===== config.mk =====
export PLATFORM = sky130hd
export DESIGN_NAME = i2s_voice_sched
export DESIGN_NICKNAME = d
export VERILOG_FILES = /design/src/rtl/i2s_voice_sched_pkg.sv /design/src/rtl/i2s_voice_sched_sat_clip.sv /design/src/rtl/i2s_voice_sched.sv
export SDC_FILE = /design/constraint.sdc
export NUM_CORES = 1
export LEC_CHECK = 0
export CAP_MARGIN = 20
export CORE_MARGIN = 5
export CORE_UTILIZATION = 35
export CTS_BUF_LIST = sky130_fd_sc_hd__clkbuf_16
export DETAILED_ROUTE_END_ITERATION = 8
export GPL_TIMING_DRIVEN = 1
export HOLD_SLACK_MARGIN = 0.15
export SLEW_MARGIN = 30
export SYNTH_ARGS = -nofsm -noshare
export SYNTH_HDL_FRONTEND = slang
export SYNTH_SLANG_ARGS = --single-unit

===== constraint.sdc =====
create_clock -name clk -period 3.05 [get_ports clk]
set_clock_uncertainty 0.1 [all_clocks]
set_input_delay 0.305 -clock clk [delete_from_list [all_inputs] [get_ports clk]]
set_output_delay 0.305 -clock clk [all_outputs]
set_load 0.05 [all_outputs]

===== src/rtl/i2s_voice_sched_pkg.sv =====
// i2s_pkg: state encoding and accumulator sizing shared by the voice scheduler.
package i2s_pkg;
  typedef enum logic [1:0] {IDLE, POLL, SAT} state_e;
  function automatic int acc_width(int sample_w, int num_voices);
    return sample_w + $clog2(num_voices) + 1;
  endfunction
endpackage


===== src/rtl/i2s_voice_sched_sat_clip.sv =====
// sat_clip: combinational signed saturation from IN_W down to OUT_W bits.
module sat_clip #(
  parameter int IN_W  = 20,
  parameter int OUT_W = 16
) (
  input  logic [IN_W-1:0]  d_i,
  output logic [OUT_W-1:0] q_o
);
  localparam logic [IN_W-1:0] MAX = {{(IN_W-OUT_W+1){1'b0}}, {(OUT_W-1){1'b1}}};
  localparam logic [IN_W-1:0] MIN = ~MAX;
  always_comb q_o = $signed(d_i) > $signed(MAX) ? MAX[OUT_W-1:0] :
                    $signed(d_i) < $signed(MIN) ? MIN[OUT_W-1:0] : d_i[OUT_W-1:0];
endmodule


===== src/rtl/i2s_voice_sched.sv =====
// i2s_voice_sched: polls voices once per I2S frame, mixes and saturates them,
// and double-buffers the result onto left_chan/right_chan at the next frame start.
module i2s_voice_sched
  import i2s_pkg::*;
#(
  parameter int DATA_WIDTH   = 32,
  parameter int SAMPLE_WIDTH = 16,
  parameter int NUM_VOICES   = 8,
  parameter int TIMEOUT      = 15
) (
  input  logic                                                 clk,
  input  logic                                                 rst,
  input  logic                                                 lrclk,
  output logic                                                 req,
  output logic [(NUM_VOICES > 1 ? $clog2(NUM_VOICES) : 1)-1:0] req_voice,
  input  logic                                                 ack,
  input  logic [SAMPLE_WIDTH-1:0]                              s_left,
  input  logic [SAMPLE_WIDTH-1:0]                              s_right,
  output logic [DATA_WIDTH-1:0]                                left_chan,
  output logic [DATA_WIDTH-1:0]                                right_chan,
  output logic                                                 busy,
  output logic                                                 underrun,
  output logic                                                 timeout
);
  localparam int VW = NUM_VOICES > 1 ? $clog2(NUM_VOICES) : 1;
  localparam int AW = acc_width(SAMPLE_WIDTH, NUM_VOICES);
  localparam int CW = $clog2(TIMEOUT + 1);

  state_e                 state_q, state_d;
  logic                   lrclk_q;
  logic [VW-1:0]          idx_q, idx_d;
  logic [CW-1:0]          wait_q, wait_d;
  logic signed [AW-1:0]   acc_l_q, acc_l_d, acc_r_q, acc_r_d;
  logic [DATA_WIDTH-1:0]  pend_l_q, pend_l_d, pend_r_q, pend_r_d;
  logic [DATA_WIDTH-1:0]  left_q, left_d, right_q, right_d;
  logic                   pend_valid_q, pend_valid_d;
  logic                   underrun_q, underrun_d, timeout_q, timeout_d;
  logic [SAMPLE_WIDTH-1:0] clip_l, clip_r;
  logic                   tick, last;

  sat_clip #(.IN_W(AW), .OUT_W(SAMPLE_WIDTH)) u_clip_l (.d_i(acc_l_q), .q_o(clip_l));
  sat_clip #(.IN_W(AW), .OUT_W(SAMPLE_WIDTH)) u_clip_r (.d_i(acc_r_q), .q_o(clip_r));

  assign tick = !lrclk && lrclk_q;
  assign last = idx_q == VW'(NUM_VOICES - 1);

  always_comb begin
    state_d      = state_q;
    idx_d        = idx_q;
    wait_d       = wait_q;
    acc_l_d      = acc_l_q;
    acc_r_d      = acc_r_q;
    pend_l_d     = pend_l_q;
    pend_r_d     = pend_r_q;
    pend_valid_d = pend_valid_q;
    left_d       = left_q;
    right_d      = right_q;
    underrun_d   = 1'b0;
    timeout_d    = 1'b0;
    // A frame boundary always restarts polling; only an idle scheduler publishes.
    if (tick) begin
      underrun_d = state_q != IDLE;
      if (state_q == IDLE && pend_valid_q) begin
        left_d       = pend_l_q;
        right_d      = pend_r_q;
        pend_valid_d = 1'b0;
      end
      acc_l_d = '0;
      acc_r_d = '0;
      idx_d   = '0;
      wait_d  = '0;
      state_d = POLL;
    end else if (state_q == POLL) begin
      if (ack || wait_q == CW'(TIMEOUT - 1)) begin
        timeout_d = !ack;
        acc_l_d   = ack ? acc_l_q + AW'(signed'(s_left)) : acc_l_q;
        acc_r_d   = ack ? acc_r_q + AW'(signed'(s_right)) : acc_r_q;
        wait_d    = '0;
        idx_d     = last ? idx_q : idx_q + 1'b1;
        state_d   = last ? SAT : POLL;
      end else begin
        wait_d = wait_q + 1'b1;
      end
    end else if (state_q == SAT) begin
      pend_l_d     = DATA_WIDTH'(clip_l) << (DATA_WIDTH - SAMPLE_WIDTH);
      pend_r_d     = DATA_WIDTH'(clip_r) << (DATA_WIDTH - SAMPLE_WIDTH);
      pend_valid_d = 1'b1;
      state_d      = IDLE;
    end
  end

  always_ff @(posedge clk) begin
    if (rst) begin
      state_q      <= IDLE;
      lrclk_q      <= 1'b1;
      idx_q        <= '0;
      wait_q       <= '0;
      acc_l_q      <= '0;
      acc_r_q      <= '0;
      pend_l_q     <= '0;
      pend_r_q     <= '0;
      pend_valid_q <= 1'b0;
      left_q       <= '0;
      right_q      <= '0;
      underrun_q   <= 1'b0;
      timeout_q    <= 1'b0;
    end else begin
      state_q      <= state_d;
      lrclk_q      <= lrclk;
      idx_q        <= idx_d;
      wait_q       <= wait_d;
      acc_l_q      <= acc_l_d;
      acc_r_q      <= acc_r_d;
      pend_l_q     <= pend_l_d;
      pend_r_q     <= pend_r_d;
      pend_valid_q <= pend_valid_d;
      left_q       <= left_d;
      right_q      <= right_d;
      underrun_q   <= underrun_d;
      timeout_q    <= timeout_d;
    end
  end

  assign req        = state_q == POLL;
  assign req_voice  = idx_q;
  assign busy       = state_q != IDLE;
  assign underrun   = underrun_q;
  assign timeout    = timeout_q;
  assign left_chan  = left_q;
  assign right_chan = right_q;
endmodule


# After elaboration in Yosys (flattened, before gate mapping)
# Index checks and enable logic that the tools add are counted.
dict set report op_classes {
  n_bitwise 4
  add_sub_neg 4
  n_eq_ne 8
  mux 14
  n_reduce_logical 20
  n_lt_le_gt_ge 4
}
# operator n
set ops {}
lappend ops {{two-way mux 16 bit} 4}
lappend ops {{adder 20 x 16 -> 20 bit} 2}
lappend ops {{> comparator 20 x 16 -> 1 bit (second input constant)} 2}
lappend ops {{less-than comparator 20 x 16 -> 1 bit (second input constant)} 2}
lappend ops {{AND reduction 3 bit} 4}
lappend ops {{two-way mux 2 bit} 4}
lappend ops {{!= test 2 x 1 -> 1 bit (second input constant)} 3}
lappend ops {{AND reduction 2 bit} 3}
lappend ops {{nonzero test 2 bit} 3}
lappend ops {{two-way mux 1 bit} 5}
lappend ops {{adder 4 x 1 -> 4 bit (second input constant)} 1}
lappend ops {{== test 4 bit (second input constant)} 1}
lappend ops {{two-way mux 4 bit} 1}
lappend ops {{NOT 1 bit} 4}
lappend ops {{OR reduction 2 bit} 2}
lappend ops {{OR reduction 4 bit} 1}
lappend ops {{adder 3 x 1 -> 3 bit (second input constant)} 1}
lappend ops {{== test 3 bit (second input constant)} 1}
lappend ops {{!= test 3 x 1 -> 1 bit (second input constant)} 1}
lappend ops {{nonzero test 3 bit} 1}
lappend ops {{== test 2 x 1 -> 1 bit (second input constant)} 1}
lappend ops {{== test 2 bit (second input constant)} 1}
lappend ops {{logical AND 1 bit} 2}
lappend ops {{logical NOT 1 bit} 2}
lappend ops {{other kinds (2)} 2}
dict set report totals {
  wordCells 68
  reg_bits 117
  out_inout_bits 71
}

# Depth between registers and ports, before layout
dict set report logic_depth {
  depth_word 5
  ltp_mapped 9
  depth_no_buf 9
}

# Cells and area by module
# From an unflattened synthesis, not the netlist that was laid out.
dict set report hier_totals {
  hier_cells 892
  area_unflattened_um2 7038.0
}
# module cells_each instances seq_area_each_um2 area_per_inst_um2
set by_module_without_submodules {}
lappend by_module_without_submodules {i2s_voice_sched 772 1 2342.2 6097.1}
lappend by_module_without_submodules {sat_clip 60 2 0.0 470.5}

# Worst setup path after synthesis
# No wires, ideal clock.
dict set report synth_path {
  kind {input to register}
  start {input port s_right[0]}
  end {register acc_r_q[18]}
  arrival_time_ps 1965
  path_slack_ps 853
  stages 9
  cell_sequence {ha_1 -> fa_1 -> a21o_1 -> a21oi_1 -> o211ai_1 -> a21boi_2 -> o21ai_0 -> mux2i_1 -> o22ai_1}
}
dict set report synth_via {
  elab_chain_len 1
}
# element line_no
set synth_lines {}
lappend synth_lines {{start: declaration} i2s_voice_sched.sv:18} ;# input logic [SAMPLE_WIDTH-1:0] s_right,
lappend synth_lines {{adder 20 x 16 -> 20 bit} i2s_voice_sched.sv:77} ;# acc_r_d = ack ? acc_r_q + AW'(signed'(s_right)) : acc_r_q;
lappend synth_lines {{end signal: assignment} i2s_voice_sched.sv:113} ;# acc_r_q <= acc_r_d;
lappend synth_lines {{end: declaration} i2s_voice_sched.sv:33} ;# logic signed [AW-1:0] acc_l_q, acc_l_d, acc_r_q, acc_r_d;
# No other way between the ends.
# A chain may end at the register's enable or synchronous reset.

# Worst setup path in the final report
dict set report layout_path {
  start {register state_q[0]}
  end {output port req}
}
dict set report layout_via {
  elab_chain_len 1
}
# element line_no
set layout_lines {}
lappend layout_lines {{start: declaration} i2s_voice_sched.sv:29} ;# state_e state_q, state_d;
lappend layout_lines {{start signal: assignment} i2s_voice_sched.sv:108} ;# state_q <= state_d;
lappend layout_lines {{== test 2 x 1 -> 1 bit} i2s_voice_sched.sv:124} ;# assign req = state_q == POLL;
lappend layout_lines {{end: declaration} i2s_voice_sched.sv:14} ;# output logic req,
# No other way between the ends.

==> flow_metrics.py <==
metrics = {
    "status": {
        "run_status": "complete, no violations",
    },
    "setup_path": {
        "critPathMaxStageDelay_ns": 0.82,
        "reg2regPathDepth": 9,
        "crit_path_top_delay_cell": "clkdlybuf4s50_1",
        "worst-path-max-fanout": 9,
        "crit-reg2reg-launch": "acc_l_q[0]$_SDFFE_PP0P_",
        "cp-startpoint": "state_q[0]$_SDFFE_PP0P_",
        "crit_path_start_kind": "flip-flop",
        "crit_required_ns": 2.64,
        "regToRegSetupSlack_ns": 0.67,
        "r2r-end": "acc_l_q[16]$_SDFFE_PP0P_",
        "arrival_ns": 2.00,
        "critPathKind": "reg2out",
        "crit_path_cell_trace": "nor2b_2 -> buf_4 -> clkdlybuf4s50_1",
        "endpoint_kind": "output pin",
    },
    "min_path": {
        "min_from": "pend_r_q[23]$_SDFFE_PP0P_",
        "hold_path.class": "reg2reg",
        "min_to": "pend_r_q[23]$_SDFFE_PP0P_",
        "worstHoldPathCells": 2,
    },
    "place": {
        "io_buffers": 74,
        "placed_area_sq_mm": 0.00716,
        "place_congestion": 0.855,
        "dp_hpwl_microns": 11900,
    },
    "die": {
        "die_h_microns": 144,
        "fp-row-count": 49,
        "die_x_microns": 144,
        "boundaryPins": 107,
        "start_util_pct": 35.3,
        "core_area_sq_mm": 0.0178,
        "die-area_sq_mm": 0.0208,
    },
    "global_routing": {
        "globalRouteMet2Util_pct": 22.1,
        "top_usage_layer": "met1",
        "grt_start_max_net_pins": 67,
        "overflow": 0,
        "grt_pass1_wl_microns": 25600,
        "use_met1_pct": 22.8,
        "grt_pass1_vias": 4915,
        "antenna_found_initial": 0,
        "use_met3_pct": 3.84,
        "grt.total_usage_pct": 15.5,
    },
    "sta": {
        "maxSlewViolCount": 0,
        "setup_violations": 0,
        "post-route-period-util_pct": 79.0,
        "period_minus_slack_ns": 2.41,
        "rsz0062_at_grt": "false",
        "relSlewSlack_pct": 48.7,
        "fin_tns_setup_ns": 0,
        "hold_viol_final": 0,
        "tightest_slew_ns": 0.766,
        "fmax_mhz": 415,
    },
    "synth": {
        "synthSimpleGateAreaFrac_pct": 20.2,
        "synth-edff-count": 0,
        "synth-async-reset-ratio_pct": 0,
        "synth_area_sq_mm": 0.00630,
        "synth_cell_types": 65,
        "ys_ff_latch": 117,
        "synthMuxAreaShare_pct": 0.477,
        "synth_top_family_by_area": "compound AO/OA/AOI/OAI gates",
        "avgSynthCellArea_sq_um": 7.94,
        "ys_seq_area_share_pct": 37.2,
        "synth-xor-area-share_pct": 4.17,
        "synth_compound_area_share_pct": 22.1,
        "syn-instance-count": 793,
        "synth_flop_cell": "dfxtp_1",
        "yosysWarnings": 0,
        "synth_fa_ha_area_share_pct": 8.98,
    },
    "power": {
        "clock_power_share_pct": 47.0,
        "p_comb_share_pct": 12.3,
        "p_seq_share_pct": 40.8,
        "powerDensity_mw_per_mm2": 499,
        "power_leakage_nw": 2.96,
        "internal_power_mw": 2.81,
        "vdd.ir_drop.worst_uv": 378,
        "switching_share_pct": 27.0,
        "p_switching_mw": 1.04,
    },
    "drt": {
        "finalWirelength_microns": 15900,
        "drtAntennaViolNets": 0,
        "dr.pass1.iters": 5,
        "drc_errors": 0,
        "vias_per_cell": 4.88,
        "wire_per_inst_microns": 14.4,
        "first_iter_violations": 330,
        "vias": 5398,
    },
    "clocking": {
        "cts.sinks": 117,
        "cts.clk_slew.worst_paths_ns": 0.06,
        "clk_latency_ns": 0.41,
        "cts_buffer_depth": 2,
        "cts-root-buf": "clkbuf_16",
        "htreeDepth": 4,
        "cts_buffers": 17,
        "cts_tree": "yes",
        "postCtsSetupBuffers": 0,
    },
    "finish": {
        "fillers": 1837,
        "syn_to_final_growth_pct": 22.5,
        "n_antenna_cell": 0,
        "drive_gt1_share_pct": 6.96,
        "final_cell_area_sq_mm": 0.00772,
        "layout_common_cells": "nand2_1 (160), dfxtp_1 (117), a21oi_1 (116)",
        "nets": 944,
        "final_common_cell": "nand2_1",
    },
    "job": {
        "maxCapViolations": 0,
    },
}
## layout make-up
type,instances,area (sq um),area share [%]
Clock buffer,17,425,5.51
Clock inverter,15,118,1.52
Sequential cell,117,2340,30.4
Multi-Input combinational cell,629,3640,47.2
Timing Repair Buffer,87,861,11.2
Tap cell,229,287,3.71
Inverter,12,45.0,0.584
## cell families (layout without fill, tap and decap cells)
| group | Yosys count | after routing |
|---|---|---|
| mux | 3 | 3 |
| buf+inv | 78 | 131 |
| simple gates | 282 | 282 |
| flops | 117 | 117 |
| xor+xnor | 30 | 30 |
| fa+ha+maj | 44 | 44 |
| other cells | 1 | 32 |
| compound gates | 238 | 238 |
## flip-flops by register name, indices dropped and copies added, names as in the netlist
register,cells
acc_l_q,20
acc_r_q,20
left_chan,16
lrclk_q,1
pend_l_q,16
pend_r_q,16
pend_valid_q,1
req_voice,3
right_chan,16
state_q,2
timeout,1
underrun,1
wait_q,4
## worst max-delay path: cells and delay by family, from the launching register on
family        cells  cell delay [ns]
flops             1             0.40
simple gates      1             0.19
buf+inv           2             1.00
## synth_stat cells, drive strengths merged (2+ instances only)
master  count  area (sq um)
ha         42           526
xor2       10          87.6
and4        2          20.0
nand4       8          50.1
o211ai      2          20.0
nand2     162           618
nand2b      7          43.8
or3         4          25.0
a211oi      8          65.1
clkbuf     26          97.6
xnor2      20           175
nor2b       7          46.3
o21ai      66           334
o21bai      5          37.5
a21o       14           105
inv        12          45.0
fa          2          40.0
mux2i       3          30.0
nor2       42           160
nand4b      4          35.0
and3        9          56.3
a31oi       6          37.5
nand3      18          90.1
buf        40           290
a21oi     119           607
nor3       11          55.1
dfxtp     117          2340
a32oi       2          17.5
nor4        2          12.5
## layer usage
metal,up-vias,share of wire [%],wire (microns)
met1,2420,51,8060
met4,0,0.86,137
met3,8,5.4,863
li1,2857,-,-
met2,113,43,6870
met5,-,0,0
## stage by stage
stage	hold WS [ns]	utilization (%)	setup slack [ns]	instances	power (mW)
floorplan	0.284	-	0.853	824	1.97
detailed placement	0.344	40.2	0.223	1073	2.07
global route	0.368	43.2	0.425	1106	4.02
global placement	0.338	40.2	0.276	1073	2.07
finish	0.351	43.2	0.640	1106	3.85
CTS	0.352	43.2	0.621	1106	3.90
## how the worst max path moves through the flow
stage | endpoint | slack, ns
after detailed placement | acc_r_q[18]$_SDFFE_PP0P_ | 0.22
after global routing | acc_r_q[14]$_SDFFE_PP0P_ | 0.43
after global placement | acc_r_q[18]$_SDFFE_PP0P_ | 0.28
after CTS | req | 0.62
after floorplan | acc_r_q[18]$_SDFFE_PP0P_ | 0.85
final | req | 0.64
## power by group through the flow
| stage | registers [mW] | clock network (mW) | logic, mW |
|---|---|---|---|
| floorplan | 1.60 | 0 | 0.371 |
| global placement | 1.60 | 0 | 0.470 |
| detailed placement | 1.60 | 0 | 0.470 |
| CTS | 1.57 | 1.86 | 0.472 |
| global route | 1.57 | 1.93 | 0.517 |
| finish | 1.57 | 1.81 | 0.472 |
## repair_timing
action / CTS / global route
resized for setup: 0 / 0
hold endpoints to repair: 2 / 0
hold buffers: 1 / 0
Power figures use the tool's default switching activity.
